--- src/rtl/pipe_skid_reg.sv ---
// Two-entry pipeline register (main + skid) with registered in_ready, flush and
// a saturating stall counter. Payloads leave in strict arrival order.
module pipe_skid_reg #(
    parameter int DATA_W         = 32,
    parameter int CNT_W          = 16,
    parameter int CLEAR_ON_FLUSH = 1
) (
    input  logic              clk,
    input  logic              rst,
    input  logic              in_valid,
    output logic              in_ready,
    input  logic [DATA_W-1:0] in_data,
    input  logic              flush,
    output logic              out_valid,
    input  logic              out_ready,
    output logic [DATA_W-1:0] out_data,
    output logic [1:0]        occupancy,
    output logic [CNT_W-1:0]  stall_cnt
);

    // Handshake: a transfer happens on a rising edge where valid && ready on that
    // side. in_ready/out_valid come from registered state only, so neither side
    // ever sees a combinational path from the other.
    typedef enum logic [1:0] {
        EMPTY = 2'd0,
        ONE   = 2'd1,
        FULL  = 2'd2
    } state_t;

    state_t            state_q, state_d;
    logic [DATA_W-1:0] main_q, main_d;
    logic [DATA_W-1:0] skid_q, skid_d;
    logic [CNT_W-1:0]  stall_cnt_q;
    logic              in_xfer;
    logic              out_xfer;

    assign in_ready  = (state_q != FULL);
    assign out_valid = (state_q != EMPTY);
    assign out_data  = main_q;
    assign occupancy = state_q;      // state encoding doubles as held-entry count
    assign stall_cnt = stall_cnt_q;

    assign in_xfer  = in_valid && in_ready;
    assign out_xfer = out_valid && out_ready;

    always_ff @(posedge clk or negedge rst) begin
        if (!rst) begin
            state_q <= EMPTY;
            main_q  <= '0;
            skid_q  <= '0;
        end else begin
            state_q <= state_d;
            main_q  <= main_d;
            skid_q  <= skid_d;
        end
    end

    always_comb begin
        state_d = state_q;
        main_d  = main_q;
        skid_d  = skid_q;
        if (flush) begin
            // Squash wins over any same-cycle input or output transfer.
            state_d = EMPTY;
            if (CLEAR_ON_FLUSH != 0) begin
                main_d = '0;
                skid_d = '0;
            end
        end else begin
            unique case (state_q)
                EMPTY: begin
                    if (in_xfer) begin
                        main_d  = in_data;
                        state_d = ONE;
                    end
                end
                ONE: begin
                    if (in_xfer && out_xfer) begin
                        main_d = in_data;
                    end else if (out_xfer) begin
                        state_d = EMPTY;
                    end else if (in_xfer) begin
                        skid_d  = in_data;
                        state_d = FULL;
                    end
                end
                FULL: begin
                    if (out_xfer) begin
                        main_d  = skid_q;
                        state_d = ONE;
                    end
                end
                default: begin
                    state_d = EMPTY;
                end
            endcase
        end
    end

    // Counts every edge with data waiting downstream; only reset clears it.
    always_ff @(posedge clk or negedge rst) begin
        if (!rst) begin
            stall_cnt_q <= '0;
        end else if (out_valid && !out_ready && (stall_cnt_q != '1)) begin
            stall_cnt_q <= stall_cnt_q + CNT_W'(1);
        end
    end

endmodule

--- config.mk ---
export PLATFORM = sky130hd
export DESIGN_NAME = pipe_skid_reg
export DESIGN_NICKNAME = d
export VERILOG_FILES = /design/src/rtl/pipe_skid_reg.sv
export SDC_FILE = /design/constraint.sdc
export NUM_CORES = 1
export LEC_CHECK = 0
export CAP_MARGIN = 25
export CORE_MARGIN = 10
export CORE_UTILIZATION = 47
export CTS_BUF_LIST = sky130_fd_sc_hd__clkbuf_8
export DETAILED_ROUTE_END_ITERATION = 6
export GPL_ROUTABILITY_DRIVEN = 0
export PLACE_DENSITY = 0.79
export SETUP_SLACK_MARGIN = 0.05
export SYNTH_ARGS = -nofsm -noshare
export SYNTH_HDL_FRONTEND = slang
export SYNTH_SLANG_ARGS = --single-unit
--- constraint.sdc ---
create_clock -name clk -period 1.7 [get_ports clk]
set_input_delay 0.17 -clock clk [delete_from_list [all_inputs] [get_ports clk]]
set_output_delay 0.17 -clock clk [all_outputs]
set_load 0.05 [all_outputs]
==> results of run 1 <==
kinds of logic after synthesis:
group                    count (synthesis)  synth area share [%]
AND/OR/NAND/NOR                        141                  17.4
AO/OA/AOI/OAI                           70                  12.4
multiplexers                            34                  9.12
adder cells (fa/ha/maj)                  1                 0.333
XOR/XNOR                                14                  3.26
buffers and inverters                   26                  2.96
flip-flops                              82                  54.6
critical path: cells and delay by family (launching register included):
family           cells  cell delay, ps
XOR/XNOR             1             170
flip-flops           1             440
AND/OR/NAND/NOR      3             980
stage by stage:
step | instance area [sq um] | std cells | hold slack [ps] | TNS, ps | setup slack (ps)
global route | 5230 | 579 | 267 | -102 | -27.7
global placement | 4890 | 556 | 99.3 | -2180 | -72.6
detailed placement | 4890 | 556 | 99.7 | -4750 | -185
finish | 5230 | 579 | 248 | 0 | 19.9
CTS | 5090 | 574 | 257 | 0 | 43.7
floorplan | 3870 | 368 | -126 | -413 | -115
metal layers:
| metal | vias to the layer above | wire length [microns] | GRT usage, % |
|---|---|---|---|
| li1 | 1488 | - | - |
| met1 | 1507 | 3740 | 17.6 |
| met2 | 68 | 5070 | 27.8 |
| met3 | 7 | 608 | 4.97 |
| met4 | 0 | 110 | 6.04 |
| met5 | - | 0 | 0 |
power groups by stage:
stage,Combinational (uW),Sequential (uW),Clock [uW]
global placement,1260,2280,0
finish,1340,2270,1300
detailed placement,1290,2290,0
global route,1430,2290,1390
floorplan,325,2730,0
CTS,1280,2260,1330
sequential cells by signal (all words and copies together), names as in the netlist:
name and cells:
occupancy 2, out_data 32, skid_q 32, stall_cnt 16
layout make-up:
type                       instances  area share (%)
timing repair buffer             118            21.2
clock buffer                       9            2.37
inverter                           1          0.0718
tap                              102            2.44
multi-input combinational        260            33.2
clock inverter                     7            1.03
sequential                        82            39.7
timing repair:
item / in CTS / in global routing
gates resized for setup: 29 / 17
hold endpoints to repair: 24 / 0
hold buffers: 1 / 0
pin swaps: 3 / 3
setup buffers: 1 / 5
setup endpoints to repair: 25 / 13
worst paths after layout:
kind,from,endpoint,slack [ps]
hold / removal,rst,out_data[4],250
setup reg to reg,stall_cnt[2],stall_cnt[9],20
min in group clk,flush,skid_q[16],320
hold reg to reg,out_data[27],out_data[27],470
max in group asynchronous,rst,occupancy[0],860
setup / recovery,stall_cnt[2],stall_cnt[9],20
cells in the final DEF, fill, tap and decap left out, types with 2 or more instances in the layout:
master,instances
nor2_1,2
xnor2_1,3
o31ai_1,32
clkinvlp_4,3
buf_4,49
nand4_1,5
or2_2,2
nand2_1,103
clkbuf_8,9
nor3_1,3
nor4_4,3
nor3_4,2
clkdlybuf4s50_1,34
buf_12,7
nor3_2,2
a21oi_1,34
dfrtp_1,64
nand3_1,4
mux2i_1,32
inv_6,2
mux2_2,2
dfrtp_2,18
dlygate4sd2_1,20
buf_6,5
nor2b_4,2
xor2_1,11
==> results.py, run 1 <==
metrics = {
    "global_route": {
        "grtUsageTotal_pct": 15.9,
        "grt_pass1_wl_mm": 15.3,
        "antenna_found_initial": 0,
        "grt_pass1_vias": 3192,
        "gr-total-overflow": 0,
        "grt_max_degree": 67,
    },
    "cts": {
        "ctsHtreeMaxLevel": 3,
        "cts_buffers": 9,
        "clockRootBuffer": "clkbuf_8",
        "cts_tree": "yes",
        "cts.path.max_buffers": 2,
        "clk_latency_ps": 360,
        "clkTransAtPathRegs_ps": 90,
        "cts_sinks": 82,
    },
    "layout": {
        "layout-drive-gt1-share_pct": 25.8,
        "post-route-util_pct": 67.3,
        "n_antenna_cell": 0,
        "area.growth.synth_to_final_pct": 39.1,
        "seq_area_sq_mm": 0.00207,
        "nFillCells": 614,
        "multiInputGateArea_sq_mm": 0.00173,
        "nNetsFinal": 510,
    },
    "drt": {
        "vias": 3070,
        "totalWireLength_mm": 9.53,
        "viasPerCell": 5.30,
        "firstDrtPassIters": 4,
        "drt_drc_violations_left": 0,
        "drt_iter0_drc": 102,
        "wire_per_inst_microns": 16.5,
        "antenna_left": 0,
    },
    "die": {
        "io_pins": 89,
        "die_w_microns": 109,
        "core_area_sq_mm": 0.00777,
        "die_y_microns": 109,
        "dieArea_sq_mm": 0.0120,
        "rows": 32,
        "initial_core_util_pct": 48.4,
    },
    "setup_path": {
        "cp-start-kind": "register",
        "cp_cell_sequence": "nand2_1 -> or4b_4 -> nor3b_2 -> xor2_1",
        "path_class": "register to register",
        "cp_max_fo": 6,
        "crit_required_ps": 1970,
        "endpoint_kind": "register",
        "slowest_stage": "or4b_4",
        "worstRegToRegCells": 4,
        "worstPathArrival_ps": 1950,
        "slowest_delay_ps": 620,
    },
    "power_and_ir_drop": {
        "p_total_uw": 4900,
        "clock_power_share_pct": 26.4,
        "internal_power_uw": 3150,
        "cellPowerDensity_mw_per_mm2": 938,
        "comb_power_share_pct": 27.2,
        "switchingPower_uw": 1760,
        "leakage_uw": 0.00224,
        "share_seq_of_total_power_pct": 46.3,
        "switching_share_pct": 35.8,
        "vdd_drop_max_v": 0.000896,
    },
    "timing": {
        "hold_violations": 0,
        "slew_headroom_pct": 65.6,
        "min_period_over_period_pct": 98.8,
        "rsz0062_at_grt": "true",
        "fin_skew_ps": 13.4,
        "fmax_mhz": 595,
        "fin_crit_ps": 1680,
        "final-setup-viol-count": 0,
        "final_max_slew_viol_count": 0,
        "worst_slew_pin_slew_ps": 518,
    },
    "synthesis": {
        "ys_ff_latch": 82,
        "async_flop_share_pct": 100,
        "synth_edf_count": 0,
        "ys_warn_count": 0,
        "syn_nets": 406,
        "ys.flop_type": "dfrtp_1",
        "yosys.area.top_type": "dfrtp_1",
        "ys_types": 35,
        "synthMostInstantiatedCell": "nand2_1",
        "synth_top_area_share_pct": 54.6,
        "ys_seq_area_share_pct": 54.6,
        "netlist_area_sq_mm": 0.00376,
        "synthTopCellsByArea": "dfrtp_1 55%, nand2_1 10%, mux2i_1 8.5%, o31ai_1 6.4%, a21oi_1 4.5%",
        "syn_area_per_cell_sq_um": 10.2,
        "synthTopCellsByCount": "103 x nand2_1, 82 x dfrtp_1, 34 x a21oi_1",
        "synth_cells": 368,
    },
    "placed_design": {
        "io_buffers": 88,
        "dpl.hpwl_mm": 6.62,
    },
    "run": {
        "drv_cap": 0,
    },
    "run_status": {
        "outcome": "finished, final reports clean",
    },
    "hold_path": {
        "hp-class": "primary input to asynchronous set/reset pin",
    },
}
No activity file was read; power rests on OpenSTA's default activity.
==> run 2, diff against run 1 <==
PLACE_DENSITY = 0.9   (was 0.79)
==> run 2 against run 1 <==
  * Clock-buffer cell count stayed put
  * Flip-flop and latch count stayed put
  * Sequential power hardly changed
  * Largest cell class unchanged
  * Global-route usage is 0.46 points higher
  * Highest routed layer unchanged
  * Critical endpoint is now stall_cnt[11]
  * Non-clock buffer count is 2 higher
  * Utilization is 0.79 points higher
  * Wire length is 4.4% higher
  * Clock power is 19% higher
==> results.py, run 2 (synthesized netlist as in run 1, its figures left out) <==
metrics = {
    "run_status": {
        "outcome": "finished, final reports clean",
    },
    "power_and_ir_drop": {
        "internal_power_uw": 3380,
        "vdd_drop_max_v": 0.00118,
        "leakage_uw": 0.00230,
        "share_seq_of_total_power_pct": 44.3,
        "cellPowerDensity_mw_per_mm2": 961,
        "p_total_uw": 5080,
        "comb_power_share_pct": 25.2,
        "switching_share_pct": 33.4,
        "switchingPower_uw": 1700,
        "clock_power_share_pct": 30.5,
    },
    "layout": {
        "stdcell_count": 581,
        "n_antenna_cell": 0,
        "final_common_cell": "nand2_1",
        "nNetsFinal": 512,
        "layout-drive-gt1-share_pct": 25.1,
        "area.growth.synth_to_final_pct": 40.7,
        "nFillCells": 579,
        "layout_common_cells": "103 x nand2_1, 64 x dfrtp_1, 47 x buf_4",
        "final_cell_area_sq_mm": 0.00529,
    },
    "placed_design": {
        "place_inst": 553,
        "dpl.hpwl_mm": 6.38,
        "post_dp_cell_area_sq_mm": 0.00488,
        "dp_slack_ps": -126,
        "io_buffers": 88,
    },
    "timing": {
        "fmax_mhz": 601,
        "min_period_over_period_pct": 97.9,
        "hold_violations": 0,
        "whs_ps": 243,
        "rsz0062_at_grt": "true",
        "setup_ws_ps": 36.3,
        "final-setup-viol-count": 0,
        "final_max_slew_viol_count": 0,
        "slew_headroom_pct": 66.3,
        "fin_crit_ps": 1660,
        "fin_skew_ps": 10.1,
        "worst_slew_pin_slew_ps": 507,
    },
    "drt": {
        "totalWireLength_mm": 9.96,
        "drt_iter0_drc": 98,
        "highest_layer": "met4",
        "viasPerCell": 5.39,
        "route.met2.wl_mm": 5.05,
        "routed-wl-met3_microns": 703,
        "antenna_left": 0,
        "wl_met1_mm": 4.12,
        "wire_per_inst_microns": 17.1,
        "vias": 3130,
        "firstDrtPassIters": 4,
        "drt_drc_violations_left": 0,
    },
    "hold_path": {
        "hp-class": "primary input to asynchronous set/reset pin",
    },
    "global_route": {
        "gr-total-overflow": 0,
        "grt_max_degree": 67,
        "antenna_found_initial": 0,
        "grt_pass1_wl_mm": 15.8,
        "grt_pass1_vias": 3182,
        "grtUsageTotal_pct": 16.3,
    },
    "cts": {
        "cts_buffers": 9,
        "ctsHtreeMaxLevel": 3,
        "cts.path.max_buffers": 2,
        "cts_tree": "yes",
        "clockRootBuffer": "clkbuf_8",
        "clkTransAtPathRegs_ps": 90,
        "clk_latency_ps": 360,
        "cts_sinks": 82,
    },
    "setup_path": {
        "path_class": "register to register",
        "cp_max_fo": 4,
        "cp-start-kind": "register",
        "worstPathArrival_ps": 1920,
        "endpoint_kind": "register",
        "crit_required_ps": 1960,
    },
    "die": {
        "io_pins": 89,
        "dieArea_sq_mm": 0.0120,
        "initial_core_util_pct": 48.4,
        "core_area_sq_mm": 0.00777,
        "rows": 32,
        "die_y_microns": 109,
        "die_w_microns": 109,
    },
    "run": {
        "drv_cap": 0,
    },
}
[run 2: cell types whose count changed in the layout (fill, tap and decap cells not counted), moves of 2 or more]
cell	before	now
mux2i_1	32	30
o31ai_1	32	30
o31ai_2	0	2
inv_1	0	2
buf_6	5	3
mux2i_2	0	2
dlygate4sd2_1	20	25
buf_4	49	47
clkinvlp_4	3	1
bufinv_16	0	2
[run 2: final timing paths]
kind,from,to,slack (ps),depth (start not counted)
max in group asynchronous,rst,stall_cnt[13],870,3
worst max-delay path,stall_cnt[6],stall_cnt[11],40,4
worst min-delay path,rst,out_data[27],240,2
worst min register to register,out_data[30],out_data[30],480,2
min in group clk,flush,skid_q[7],350,3
worst max register to register,stall_cnt[6],stall_cnt[11],40,4
[run 2: power by group through the flow]
stage	clock, uW	combinational [uW]	sequential [uW]
after floorplan	0	325	2730
after global placement	0	1230	2290
after detailed placement	0	1270	2300
after CTS	1580	1250	2260
after global routing	1670	1380	2270
final	1550	1280	2250
[run 2: worst max-delay path, cell delays in order, from the launching register on]
cell     delay [ps]
dfrtp_2         420
nand3_2         170
or4b_4          590
nor3_2          190
xor2_1          190
[run 2: stage by stage]
step,util [%],TNS (ps)
floorplan,-,-413
global placement,62.8,-2080
detailed placement,62.8,-3650
CTS,66.6,0
global route,68.1,-65.4
finish,68.1,0
[run 2: timing repair]
action	4_1_cts	5_1_grt
pin swaps	1	2
gates resized for setup	27	14
setup endpoints to repair	29	26
hold endpoints to repair	22	0
hold buffers	1	0
setup buffers	4	6
gates cloned	1	0
[run 2: cell type report]
class | count | area (sq um) | area share [%]
clock buffer | 9 | 124 | 2.34
inverter | 1 | 3.75 | 0.0710
multi-input combinational | 260 | 1710 | 32.4
tap | 102 | 128 | 2.41
timing repair buffer | 120 | 1150 | 21.8
sequential | 82 | 2070 | 39.2
clock inverter | 7 | 93.8 | 1.77
[run 2: routing by layer]
layer	up-vias	GRT usage (%)
li1	1491	-
met1	1540	18.9
met2	92	28.0
met3	7	5.38
met4	0	5.39
met5	-	0
